### config.mk
export PLATFORM = sky130hd
export DESIGN_NAME = ps2_host_tx_flat
export DESIGN_NICKNAME = d
export VERILOG_FILES = /design/src/rtl/ps2_pkg.sv /design/src/rtl/ps2_host_tx_if.sv /design/src/rtl/ps2_line_filter.sv /design/src/rtl/ps2_host_tx.sv /design/src/flat_wrapper.sv
export SDC_FILE = /design/constraint.sdc
export NUM_CORES = 1
export LEC_CHECK = 0
export BUFFER_PORTS_ARGS = -buffer_cell sky130_fd_sc_hd__buf_2
export CAP_MARGIN = 30
export CORE_ASPECT_RATIO = 1.4
export CORE_MARGIN = 2
export CORE_UTILIZATION = 65
export CTS_CLUSTER_SIZE = 14
export DETAILED_ROUTE_END_ITERATION = 8
export GPL_TIMING_DRIVEN = 0
export PLACE_DENSITY = 0.84
export SYNTH_ARGS = -nofsm -noshare
export SYNTH_HDL_FRONTEND = slang
export SYNTH_HIERARCHICAL = 1
export SYNTH_SLANG_ARGS = --single-unit
### constraint.sdc
create_clock -name c50 -period 5.4 [get_ports c50]
set_input_delay 0.54 -clock c50 [delete_from_list [all_inputs] [get_ports c50]]
set_output_delay 0.54 -clock c50 [all_outputs]
set_load 0.02 [all_outputs]
### src/rtl/ps2_pkg.sv
// Shared PS/2 definitions: host-transmit FSM states, timing defaults and the
// command/response bytes used by both the host transmitter and the receiver.
package ps2_pkg;

  localparam int INHIBIT_CYC_DEF = 5000;    // 100 us at 50 MHz
  localparam int TIMEOUT_CYC_DEF = 750000;  // 15 ms at 50 MHz
  localparam int FILT_LEN_DEF    = 16;

  localparam logic [7:0] CMD_SET_LEDS = 8'hED;
  localparam logic [7:0] CMD_ENABLE   = 8'hF4;
  localparam logic [7:0] CMD_RESET    = 8'hFF;
  localparam logic [7:0] RSP_ACK      = 8'hFA;
  localparam logic [7:0] RSP_RESEND   = 8'hFE;

  typedef enum logic [2:0] {
    ST_IDLE,
    ST_INHIBIT,
    ST_RTS,
    ST_SEND,
    ST_ACK,
    ST_WAIT_IDLE
  } state_e;

  // PS/2 frames carry odd parity over the data byte.
  function automatic logic odd_parity(input logic [7:0] b);
    return ~^b;
  endfunction

endpackage

### src/rtl/ps2_host_tx_if.sv
// Byte handshake and status between a command source and the PS/2 host
// transmitter.
interface ps2_host_tx_if;
  logic       tx_valid;
  logic [7:0] tx_data;
  logic       tx_ready;
  logic       tx_busy;
  logic       tx_done;
  logic       tx_error;

  modport master (
    output tx_valid, tx_data,
    input  tx_ready, tx_busy, tx_done, tx_error
  );

  modport slave (
    input  tx_valid, tx_data,
    output tx_ready, tx_busy, tx_done, tx_error
  );
endinterface

### src/rtl/ps2_line_filter.sv
// Deglitcher for one raw PS/2 line: output only changes once FILT_LEN
// consecutive samples agree, otherwise it holds its last value.
module ps2_line_filter #(
  parameter int FILT_LEN = 16
) (
  input  logic c50,
  input  logic reset_all,
  input  logic raw_i,
  output logic filt_o
);

  logic [FILT_LEN-1:0] shift_q;
  logic                filt_q;

  always_ff @(posedge c50 or negedge reset_all) begin
    if (!reset_all) begin
      shift_q <= '1;
      filt_q  <= 1'b1;
    end else begin
      shift_q <= {shift_q[FILT_LEN-2:0], raw_i};
      if (&shift_q)
        filt_q <= 1'b1;
      else if (~|shift_q)
        filt_q <= 1'b0;
    end
  end

  assign filt_o = filt_q;

endmodule

### src/rtl/ps2_host_tx.sv
// PS/2 host-to-device transmitter: inhibits the clock, issues request-to-send,
// shifts out data/parity/stop on device clock falls and checks the line ack.
module ps2_host_tx import ps2_pkg::*; #(
  parameter int INHIBIT_CYC = INHIBIT_CYC_DEF,
  parameter int TIMEOUT_CYC = TIMEOUT_CYC_DEF,
  parameter int FILT_LEN    = FILT_LEN_DEF
) (
  input  logic          c50,
  input  logic          reset_all,
  ps2_host_tx_if.slave  bus,
  input  logic          ps2_clk_in,
  input  logic          ps2_dat_in,
  output logic          ps2_clk_oe,
  output logic          ps2_dat_oe
);

  localparam int             CW       = $clog2(INHIBIT_CYC + 1);
  localparam logic [CW-1:0]  INH_LAST = CW'(INHIBIT_CYC - 1);
  localparam logic [CW-1:0]  INH_PRE  = CW'(INHIBIT_CYC - 2);
  localparam logic [19:0]    TO_CNT   = 20'(TIMEOUT_CYC);

  logic clk_f, dat_f, fall;
  logic clk_prev_q;

  state_e        state_q, state_d;
  logic [CW-1:0] inh_q, inh_d;
  logic [3:0]    edge_q, edge_d;
  logic [19:0]   wdog_q, wdog_d;
  logic [8:0]    sh_q, sh_d;
  logic          dat_oe_q, dat_oe_d;
  logic          nack_q, nack_d;
  logic          done, error, line_phase, timeout;

  ps2_line_filter #(.FILT_LEN(FILT_LEN)) u_clk_filt (
    .c50(c50), .reset_all(reset_all), .raw_i(ps2_clk_in), .filt_o(clk_f)
  );

  ps2_line_filter #(.FILT_LEN(FILT_LEN)) u_dat_filt (
    .c50(c50), .reset_all(reset_all), .raw_i(ps2_dat_in), .filt_o(dat_f)
  );

  assign fall = clk_prev_q & ~clk_f;

  always_ff @(posedge c50 or negedge reset_all) begin
    if (!reset_all) begin
      state_q    <= ST_IDLE;
      inh_q      <= '0;
      edge_q     <= '0;
      wdog_q     <= '0;
      sh_q       <= '0;
      dat_oe_q   <= 1'b0;
      nack_q     <= 1'b0;
      clk_prev_q <= 1'b1;
    end else begin
      state_q    <= state_d;
      inh_q      <= inh_d;
      edge_q     <= edge_d;
      wdog_q     <= wdog_d;
      sh_q       <= sh_d;
      dat_oe_q   <= dat_oe_d;
      nack_q     <= nack_d;
      clk_prev_q <= clk_f;
    end
  end

  // Watchdog only runs while the device owns the clock; every fall restarts it.
  assign line_phase = (state_q == ST_RTS) || (state_q == ST_SEND) ||
                      (state_q == ST_ACK) || (state_q == ST_WAIT_IDLE);
  assign timeout    = line_phase && (wdog_q == TO_CNT);

  always_comb begin
    state_d  = state_q;
    inh_d    = inh_q;
    edge_d   = edge_q;
    sh_d     = sh_q;
    dat_oe_d = dat_oe_q;
    nack_d   = nack_q;
    done     = 1'b0;
    error    = 1'b0;
    wdog_d   = line_phase ? (fall ? 20'd0 : wdog_q + 20'd1) : 20'd0;

    if (timeout) begin
      error    = 1'b1;
      dat_oe_d = 1'b0;
      edge_d   = '0;
      wdog_d   = '0;
      state_d  = ST_IDLE;
    end else begin
      case (state_q)
        ST_IDLE: begin
          if (bus.tx_valid) begin
            sh_d    = {odd_parity(bus.tx_data), bus.tx_data};
            inh_d   = '0;
            edge_d  = '0;
            nack_d  = 1'b0;
            state_d = ST_INHIBIT;
          end
        end
        ST_INHIBIT: begin
          inh_d = inh_q + 1'b1;
          // Registered, so data goes low on the last inhibit cycle itself.
          if (inh_q == INH_PRE)
            dat_oe_d = 1'b1;
          if (inh_q == INH_LAST)
            state_d = ST_RTS;
        end
        ST_RTS: begin
          if (fall) begin
            dat_oe_d = ~sh_q[0];
            sh_d     = {1'b0, sh_q[8:1]};
            edge_d   = 4'd1;
            state_d  = ST_SEND;
          end
        end
        ST_SEND: begin
          if (fall) begin
            edge_d = edge_q + 4'd1;
            if (edge_q == 4'd9) begin
              dat_oe_d = 1'b0;
              state_d  = ST_ACK;
            end else begin
              dat_oe_d = ~sh_q[0];
              sh_d     = {1'b0, sh_q[8:1]};
            end
          end
        end
        ST_ACK: begin
          if (fall) begin
            edge_d  = edge_q + 4'd1;
            nack_d  = dat_f;
            state_d = ST_WAIT_IDLE;
          end
        end
        ST_WAIT_IDLE: begin
          if (clk_f && dat_f) begin
            done    = ~nack_q;
            error   = nack_q;
            edge_d  = '0;
            state_d = ST_IDLE;
          end
        end
        default: state_d = ST_IDLE;
      endcase
    end
  end

  assign bus.tx_ready = (state_q == ST_IDLE);
  assign bus.tx_busy  = (state_q != ST_IDLE);
  assign bus.tx_done  = done;
  assign bus.tx_error = error;
  assign ps2_clk_oe   = (state_q == ST_INHIBIT);
  assign ps2_dat_oe   = dat_oe_q;

endmodule
### src/flat_wrapper.sv
// flat-port wrapper written by rule: the top's interface ports become plain ports
module ps2_host_tx_flat import ps2_pkg::*;
#(
  parameter int INHIBIT_CYC = INHIBIT_CYC_DEF,
  parameter int TIMEOUT_CYC = TIMEOUT_CYC_DEF,
  parameter int FILT_LEN    = FILT_LEN_DEF
)
  (c50, reset_all, ps2_clk_in, ps2_dat_in, ps2_clk_oe, ps2_dat_oe, bus_tx_valid, bus_tx_data, bus_tx_ready, bus_tx_busy, bus_tx_done, bus_tx_error);
  ps2_host_tx_if bus_i ();
  input  logic c50;
  input  logic reset_all;
  input  logic ps2_clk_in;
  input  logic ps2_dat_in;
  output logic ps2_clk_oe;
  output logic ps2_dat_oe;
  input wire logic [$bits(bus_i.tx_valid)-1:0] bus_tx_valid;
  input wire logic [$bits(bus_i.tx_data)-1:0] bus_tx_data;
  output wire logic [$bits(bus_i.tx_ready)-1:0] bus_tx_ready;
  output wire logic [$bits(bus_i.tx_busy)-1:0] bus_tx_busy;
  output wire logic [$bits(bus_i.tx_done)-1:0] bus_tx_done;
  output wire logic [$bits(bus_i.tx_error)-1:0] bus_tx_error;
  assign bus_i.tx_valid = bus_tx_valid;
  assign bus_i.tx_data = bus_tx_data;
  assign bus_tx_ready = bus_i.tx_ready;
  assign bus_tx_busy = bus_i.tx_busy;
  assign bus_tx_done = bus_i.tx_done;
  assign bus_tx_error = bus_i.tx_error;
  ps2_host_tx #(.INHIBIT_CYC(INHIBIT_CYC), .TIMEOUT_CYC(TIMEOUT_CYC), .FILT_LEN(FILT_LEN)) u_core (.c50(c50), .reset_all(reset_all), .bus(bus_i), .ps2_clk_in(ps2_clk_in), .ps2_dat_in(ps2_dat_in), .ps2_clk_oe(ps2_clk_oe), .ps2_dat_oe(ps2_dat_oe));
endmodule
==> metrics, run 1 <==
first-pass GRT wire length=12900 um; switching power=0.300 mW; worst hold path type=input port to async pin; final setup TNS=0 ns; R2R Path End=u_core/sh_q[7]$_DFFE_PN0P_; dpl ws=2.93 ns; final WL=7310 um; Initial Utilization=67.1%; Distinct cells, synth=51; RSZ-0062 raised after global routing=no; antenna-violating nets left=0; Post-synth EDFFs=0; type of origin of the critical path=flip-flop; maxcap violations=0; achievable clock frequency=346 MHz; Relative slew margins=54.8%; CTS H-tree depth=3; most frequent cells in the layout=dfrtp_1 (51), nor2_1 (45), nand2_1 (37), dfstp_2 (35), o21ai_0 (21); WP data required=4.86 ns; post-synthesis sequential area ratio=55.8%; n_diodes=0; period utilization=53.6%; worst slew pin tran=0.678 ns; Yosys reg bits=86; area leader, netlist=dfrtp_1; DRC errors left=1; Gates resized, CTS repair=0; final hold vios=0; core area=0.00586 sq mm; IO buf count=18; Net Sw Frac=22.7%; Synth area leaders=dfrtp_1 (32%), dfstp_2 (23%), nor2_1 (4.3%); GRT Total Usage=24.7%; ys async rst share=100%; run status=finished, violations left; Post-CTS Setup Repair Bufs=0; reg2reg start=u_core/wdog_q[0]$_DFF_PN0_; DR iter-0 viols=296; number of global-route vias before repair=2846; # IOs=19; clk buf depth=2; Worst Skew=0.00686 ns; Mapped Area=0.00394 sq mm; DIE AREA=0.00670 sq mm; Tmin final=2.89 ns; synthesized net count=384; CTS tree=yes; CTS buffer count=9; largest net degree at the start of global routing=54; layout cell share with drive strength beyond 1=21.8%; total congestion overflow=0; Mapped Cells=365; Clock Tree Root=clkbuf_8; Design Power=1.32 mW; FF-to-FF path depth=9; CP Data Arrival Time=2.35 ns; final-stage net count=414; critical path class=flip-flop to output port; Routability Congestion=0.911; Yosys warning count=6; Synth Flop Type=dfrtp_1; DR vias=2812; hold buffers post-CTS=0; r2r setup slk=2.94 ns; Slew Limit Fails=0; Die Ht=96.1 um; combinational power share=5.1%; top cell type's share of synthesized area=32.4%; setup ws final=2.51 ns; Die W=69.8 um; clk_lat worst skew=0.36 ns; drt via density=5.98; Clk network pwr share=40.7%; Worst VDD drop=204 uV; # rows=33; failing checks=design-rule violations; static leakage=1.99 nW; clock sinks=86; TritonRoute pass-1 iters=7; power per cell area=301 mW/mm^2; Setup crit end kind=output port; commonest non-fill, non-tap cell in the layout=dfrtp_1; crit-path max FO=9; Clk pin slew, worst setup/hold paths=0.08 ns; area grow syn2layout=11.5%; final setup fails=0; Wirelength per Cell=15.5 um; DP Wirelength=5130 um; Syn Area/Cell=10.8 sq um; Internal=1.02 mW; initial antenna violation count=0; sequential power share=54.1%
==> worst max-delay path by stage <==
stage                            endpoint  cells past startpoint  slack (ns)                        from
2_1_floorplan                 bus_tx_done                      7        2.84  u_core/wdog_q[0]$_DFF_PN0_
3_3_place_gp                  bus_tx_done                      8        2.97  u_core/wdog_q[0]$_DFF_PN0_
3_5_place_dp   u_core/sh_q[7]$_DFFE_PN0P_                      9        2.93  u_core/wdog_q[0]$_DFF_PN0_
4_1_cts                      bus_tx_error                      9        2.51  u_core/wdog_q[0]$_DFF_PN0_
5_1_grt                      bus_tx_error                      9        2.36  u_core/wdog_q[0]$_DFF_PN0_
6_report                     bus_tx_error                      9        2.51  u_core/wdog_q[0]$_DFF_PN0_
==> cells by family (layout without fill, tap and decap cells) <==
kind of cell / count (synthesis) / count (layout) / share of synthesized area (%)
AO/OA/AOI/OAI: 48 / 48 / 7.98
buffers and inverters: 23 / 58 / 2.22
AND/OR/NAND/NOR: 157 / 157 / 21.7
XOR/XNOR: 35 / 35 / 7.79
multiplexers: 10 / 10 / 2.57
flip-flops: 86 / 86 / 55.8
adder cells (fa/ha/maj): 6 / 6 / 1.91
==> registers in the layout, summed over array words and instances, names as in the netlist <==
name                       flops
u_core/ps2_dat_oe              1
u_core/u_clk_filt/filt_o       1
u_core/u_dat_filt/shift_q     16
u_core/state_q                 3
u_core/u_clk_filt/shift_q     16
u_core/clk_prev_q              1
u_core/u_dat_filt/filt_o       1
u_core/inh_q                  13
u_core/nack_q                  1
u_core/wdog_q                 20
u_core/edge_q                  4
u_core/sh_q                    9
==> cell usage after synthesis (all sizes together) (6+ instances only) <==
library cell / number
dfrtp: 51
nor2: 45
nand2: 38
dfstp: 35
o21ai: 21
xor2: 19
nand3: 17
xnor2: 16
nor4: 14
inv: 13
nand4: 13
clkbuf: 9
mux2i: 9
and3: 6
ha: 6
==> area by class of cell <==
cell class                 instances  area, sq um
buffer                            10         38.8
clock buffer                       9          124
clock inverter                     7          120
fill                             388         1480
inverter                          13         48.8
multi-input combinational        256         1650
sequential                        86         2200
tap                               70         87.6
timing repair buffer              19          120
==> critical path: stages (launching register included) <==
cell      delay, ns
dfrtp_1        0.43
inv_1          0.08
ha_1           0.13
and4bb_1       0.20
and3_4         0.21
and2_2         0.13
clkbuf_1       0.33
a41oi_1        0.10
o22ai_1        0.19
buf_2          0.20
==> stage by stage <==
step,hold slack [ns],util [%],instance area [sq um],instances
finish,0.114,74.8,4390,470
global route,0.136,74.8,4390,470
CTS,0.111,74.8,4390,470
detailed placement,0.370,70.7,4140,454
global placement,0.367,70.2,4110,453
floorplan,0.244,-,3940,365
==> power groups by stage <==
stage / clock (mW) / sequential [mW] / combinational (mW)
after floorplan: 0 / 0.718 / 0.0411
after global placement: 0 / 0.724 / 0.0648
after detailed placement: 0 / 0.726 / 0.0690
after CTS: 0.554 / 0.715 / 0.0690
after global routing: 0.579 / 0.720 / 0.0785
final: 0.538 / 0.715 / 0.0677
==> routing by layer <==
metal	track usage [%]	wire length (um)	vias up	part of all wire, %
met3	6.18	280	9	3.8
li1	-	-	1334	-
met5	0	0	-	0
met4	9.29	87	0	1.2
met2	43.4	3910	60	54
met1	29.7	3030	1409	41
No activity file was read; power rests on OpenSTA's default activity.
==> run 2: changes to the inputs <==
Settings changed: CORE_UTILIZATION 65 to 55, PLACE_DENSITY 0.84 to 0.75.
Clock period 5.4 ns to 2.6 ns, I/O delays scaled along.
==> run 2 against run 1 <==
  * The run now ends clean
  * Wire length is 2.2% lower
  * Worst hold slack better by 0.11 ns
  * Clock skew is 0.0012 ns higher
  * Global-route usage fell by 4.4 points
  * Non-clock buffer count grew 2
  * Cell area rose by 0.57%
  * Via count decreased by 1.6%
  * Sequential power grew 110%
  * Worst setup slack lost 2.3 ns
  * Critical path type unchanged
  * Largest cell class unchanged
==> metrics, run 2 (synthesized netlist as in run 1, its figures left out) <==
Slew Limit Fails=0 (unchanged); Setup crit end kind=output port; largest net degree at the start of global routing=56 (+3.7%); Design Power=2.57 mW (+94%); r2r setup slk=0.30 ns (-2.64 ns); reg2reg start=u_core/wdog_q[0]$_DFF_PN0_; Die W=75.5 um (+8.2%); Top Registers=u_core/wdog_q: 20 flops, u_core/u_clk_filt/shift_q: 16 flops, u_core/u_dat_filt/shift_q: 16 flops; Worst Hold Slack=0.228 ns (+0.114 ns); CTS buffer count=9 (unchanged); Endpoint, Worst Hold=u_core/sh_q[3]$_DFFE_PN0P_; final hold vios=0 (unchanged); Net Sw Frac=24.0% (+1.3 points); DIE AREA=0.00786 sq mm (+17%); clock sinks=86 (unchanged); DR iter-0 viols=202 (-32%); setup ws final=0.181 ns (-2.32 ns); CTS H-tree depth=3 (unchanged); R2R Path End=u_core/edge_q[3]$_DFFE_PN0P_; Top reg by flops=u_core/wdog_q; Clock Tree Root=clkbuf_8; GRT Total Usage=20.3% (-4.4 points); clk buf depth=2 (unchanged); max FFs per register=20 (unchanged); final WL=7140 um (-2.2%); RSZ-0062 raised after global routing=no; Cells on Worst Hold Path=3; fill cell count=587 (+51%); Die Ht=104 um (+8.3%); area grow syn2layout=12.1%; final setup TNS=0 ns (unchanged); post-placement cell area=0.00418 sq mm (+0.75%); # rows=36 (+9.1%); total congestion overflow=0 (unchanged); WP data required=2.34 ns (-2.52 ns); number of global-route vias before repair=2817 (-1.0%); FF-to-FF path depth=8 (-1); static leakage=1.98 nW (-0.66%); maxcap violations=0 (unchanged); switching power=0.616 mW (+110%); Clk network pwr share=36.5% (-4.2 points); Internal=1.95 mW (+91%); worst hold path type=input port to flip-flop; combinational power share=5.7% (+0.6 points); Clk pin slew, worst setup/hold paths=0.08 ns (about the same); most frequent cells in the layout=dfrtp_1 (51), nor2_1 (45), nand2_1 (37), dfstp_2 (35), o21ai_0 (21); design area=0.00441 sq mm (+0.57%); first-pass GRT wire length=12400 um (-3.5%); period utilization=93.0%; initial antenna violation count=0 (unchanged); commonest non-fill, non-tap cell in the layout=dfrtp_1; final setup fails=0 (unchanged); core area=0.00694 sq mm (+18%); antenna-violating nets left=0 (unchanged); DR vias=2766 (-1.6%); final-stage net count=416 (+0.48%); Initial Utilization=56.7% (-10 points); sequential power share=57.8% (+3.7 points); clk_lat worst skew=0.36 ns (about the same); critical path class=flip-flop to output port; TritonRoute pass-1 iters=4 (-3); n_diodes=0 (unchanged); layout cell share with drive strength beyond 1=22.1% (+0.39 points); run status=finished clean; Wirelength per Cell=14.4 um (-7.5%); DP Wirelength=5040 um (-1.9%); Worst Min Path Start=bus_tx_data[3]; Critical path origin=u_core/wdog_q[0]$_DFF_PN0_; drt via density=5.57 (-7.0%); crit-path max FO=9 (unchanged); CP Data Arrival Time=2.16 ns (-0.19 ns); Relative slew margins=55.8% (+1.0 points); worst slew pin tran=0.663 ns (-0.0156 ns); Worst Skew=0.00810 ns (+0.00124 ns); Tmin final=2.42 ns; # IOs=19 (unchanged); power per cell area=582 mW/mm^2 (+93%); type of origin of the critical path=flip-flop; IO buf count=18 (unchanged); Routability Congestion=0.939 (+3.0%); Worst VDD drop=402 uV (+97%); CTS tree=yes; dpl ws=0.0659 ns (-2.86 ns); DRC errors left=0 (-1); achievable clock frequency=413 MHz
[run 2: per-stage QoR]
step,util (%),cells
2_1_floorplan,-,365
3_3_place_gp,59.8,478
3_5_place_dp,60.2,479
4_1_cts,63.5,497
5_1_grt,63.6,497
6_report,63.6,497
[run 2: critical path, stage by stage (launching register included)]
cell and delay (ns):
dfrtp_1 0.41, inv_1 0.06, ha_1 0.18, and4bb_1 0.19, and3_4 0.19, and2_2 0.26, nor4_2 0.29, buf_2 0.21
[run 2: routing by layer]
layer	vias up	global-route usage (%)	part of all wire, %
met3	16	5.04	3.4
met2	60	31.9	51
li1	1335	-	-
met5	-	0	0
met1	1355	26.2	44
met4	0	8.90	2.1
[run 2: area by class of cell]
class / count / area, sq um / area share (%)
sequential: 86 / 2200 / 49.8
multi-input combinational: 256 / 1670 / 37.7
timing repair buffer: 22 / 150 / 3.40
clock buffer: 11 / 141 / 3.20
tap: 95 / 119 / 2.69
clock inverter: 5 / 57.6 / 1.30
inverter: 13 / 48.8 / 1.11
buffer: 9 / 35.0 / 0.794
[run 2: worst max path at each step]
stage | endpoint | slack, ns | cells after the start
finish | bus_tx_done | 0.18 | 7
global route | bus_tx_done | 0.02 | 7
CTS | u_core/sh_q[7]$_DFFE_PN0P_ | 0.06 | 8
detailed placement | u_core/sh_q[7]$_DFFE_PN0P_ | 0.07 | 8
global placement | u_core/sh_q[7]$_DFFE_PN0P_ | 0.14 | 8
floorplan | bus_tx_done | 0.32 | 7
[run 2: power by group through the flow]
stage	clock (mW)	combinational, mW	sequential [mW]
after detailed placement	0	0.144	1.51
after global routing	1.02	0.167	1.49
final	0.938	0.146	1.48
after CTS	0.969	0.149	1.48
after floorplan	0	0.0853	1.49
after global placement	0	0.136	1.50
[run 2: timing repair]
action,CTS,global route
gates cloned,0,0
hold endpoints to repair,15,0
buffers inserted,0,0
endpoints found under the setup margin,1,9
hold buffers,3,0
pin swaps,0,0
gates resized for setup,1,1
==> run 3: changes to the inputs <==
Settings changed: CTS_CLUSTER_SIZE 14 to 24, MAX_ROUTING_LAYER set to met4.
==> run 3 against run 2 <==
  * Global-route usage grew 0.40 points
  * Via count shrank 0.22%
  * Power shrank 1.2%
  * Worst setup slack gained 0.075 ns
  * Largest cell class unchanged
  * Largest power group unchanged
  * Highest routed layer unchanged
==> metrics, run 3 (synthesized netlist as in run 1, its figures left out) <==
DR vias=2760 (-0.22%); maxcap violations=0 (unchanged); Initial Utilization=56.7% (unchanged); CTS tree=yes; DP Wirelength=5060 um (+0.54%); switching power=0.597 mW (-3.1%); run status=finished clean; Tmin final=2.34 ns (-0.0749 ns); core area=0.00694 sq mm (unchanged); Worst VDD drop=322 uV (-20%); Worst Hold Slack=0.223 ns (-0.00430 ns); Post-CTS Setup Repair Bufs=0 (unchanged); worst slew pin tran=0.671 ns (+0.00774 ns); period utilization=90.1% (-2.9 points); Wirelength per Cell=14.3 um (-0.67%); FF-to-FF path depth=8 (unchanged); Slew Limit Fails=0 (unchanged); n_diodes=0 (unchanged); DIE AREA=0.00786 sq mm (unchanged); Top reg by flops=u_core/wdog_q; crit-path max FO=9 (unchanged); final WL=7100 um (-0.67%); Die Ht=104 um (unchanged); Clk pin slew, worst setup/hold paths=0.08 ns (about the same); RSZ-0062 raised after global routing=no; R2R Path End=u_core/edge_q[3]$_DFFE_PN0P_; sequential power share=58.5% (+0.7 points); DR iter-0 viols=168 (-17%); Cells on Worst Hold Path=3 (unchanged); reg2reg start=u_core/wdog_q[0]$_DFF_PN0_; DRC errors left=0 (unchanged); achievable clock frequency=427 MHz (+3.2%); fill cell count=601 (+2.4%); critical path class=flip-flop to output port; power per cell area=575 mW/mm^2 (-1.1%); first-pass GRT wire length=12300 um (-0.73%); largest net degree at the start of global routing=55 (-1.8%); r2r setup slk=0.29 ns (about the same); clock sinks=86 (unchanged); final-stage net count=416 (unchanged); Routability Congestion=0.956 (+1.8%); layout cell share with drive strength beyond 1=21.9% (-0.25 points); type of origin of the critical path=flip-flop; drt via density=5.55 (-0.22%); combinational power share=5.7% (about the same); worst hold path type=input port to flip-flop; Internal=1.94 mW (-0.59%); area grow syn2layout=12.0% (about the same); WP data required=2.34 ns (about the same); Worst Min Path Start=bus_tx_data[4]; Top Registers=u_core/wdog_q: 20 flops, u_core/u_clk_filt/shift_q: 16 flops, u_core/u_dat_filt/shift_q: 16 flops; Worst Skew=0.00769 ns (-0.000407 ns); IO buf count=18 (unchanged); Net Sw Frac=23.5% (-0.46 points); Relative slew margins=55.3% (-0.52 points); static leakage=1.98 nW (+0.36%); Critical path origin=u_core/wdog_q[0]$_DFF_PN0_; Clock Tree Root=clkbuf_8; CTS H-tree depth=3 (unchanged); # rows=36 (unchanged); Setup crit end kind=output port; end of the critical path=bus_tx_error; clk buf depth=2 (unchanged); max FFs per register=20 (unchanged); number of global-route vias before repair=2771 (-1.6%); CTS buffer count=9 (unchanged); Die W=75.5 um (unchanged); commonest non-fill, non-tap cell in the layout=dfrtp_1; Clk network pwr share=35.8% (-0.7 points); most frequent cells in the layout=dfrtp_1 (51), nor2_1 (45), nand2_1 (37), dfstp_2 (35), o21ai_0 (21); clk_lat worst skew=0.35 ns (about the same); final hold vios=0 (unchanged); final setup TNS=0 ns (unchanged); # IOs=19 (unchanged); antenna-violating nets left=0 (unchanged); GRT Total Usage=20.7% (+0.40 points); TritonRoute pass-1 iters=4 (unchanged); Design Power=2.54 mW (-1.2%); final setup fails=0 (unchanged); CP Data Arrival Time=2.08 ns (-0.08 ns); initial antenna violation count=0 (unchanged); total congestion overflow=0 (unchanged)
## run 3: worst min path at each step
| stage | end | slack [ns] |
|---|---|---|
| 5_1_grt | u_core/sh_q[4]$_DFFE_PN0P_ | 0.22 |
| 3_3_place_gp | u_core/u_clk_filt/shift_q[0]$_DFF_PN1_ | 0.36 |
| 2_1_floorplan | u_core/edge_q[0]$_DFFE_PN0P_ | -0.04 |
| 3_5_place_dp | u_core/inh_q[5]$_DFFE_PN0P_ | 0.23 |
| 6_report | u_core/sh_q[4]$_DFFE_PN0P_ | 0.22 |
| 4_1_cts | u_core/sh_q[4]$_DFFE_PN0P_ | 0.21 |
## run 3: layout make-up
cell class	instances	area, sq um	share of cell area, %
Clock inverter	3	15.0	0.340
Clock buffer	13	181	4.11
Inverter	13	48.8	1.11
Tap cell	95	119	2.70
Timing Repair Buffer	22	150	3.40
Sequential cell	86	2200	49.8
Multi-Input combinational cell	256	1670	37.8
Buffer	9	35.0	0.794
## run 3: timing repair
item                                   4_1_cts  5_1_grt
endpoints found under the hold margin       16        0
resized for setup                            1        1
setup endpoints to repair                    1       11
hold buffers                                 3        0
pin swaps                                    1        0
## run 3: through the flow
stage / std cells / utilization, % / cell area [sq um] / setup slack [ns]
after floorplan: 365 / - / 3940 / 0.321
after global placement: 478 / 59.8 / 4150 / 0.131
after detailed placement: 479 / 60.2 / 4180 / 0.0914
after CTS: 498 / 63.5 / 4410 / 0.0427
after global routing: 497 / 63.6 / 4410 / 0.104
final: 497 / 63.6 / 4410 / 0.256
## run 3: power by group through the flow
stage / clock network (mW) / registers, mW / logic (mW)
2_1_floorplan: 0 / 1.49 / 0.0853
3_3_place_gp: 0 / 1.50 / 0.136
3_5_place_dp: 0 / 1.51 / 0.143
4_1_cts: 0.932 / 1.49 / 0.147
5_1_grt: 0.990 / 1.49 / 0.165
6_report: 0.908 / 1.49 / 0.144
## run 3: metal layers
| metal | wire (um) | global-route usage (%) |
|---|---|---|
| met1 | 3160 | 25.7 |
| met2 | 3600 | 32.9 |
| met3 | 208 | 4.36 |
| met4 | 128 | 7.64 |
| met5 | 0 | - |
## run 3: critical path: stages, from the launching register on
cell      delay [ns]
dfrtp_1         0.41
inv_1           0.06
ha_1            0.18
and4bb_1        0.19
and3_4          0.19
and2_2          0.25
a41oi_1         0.18
o22ai_1         0.10
buf_2           0.18
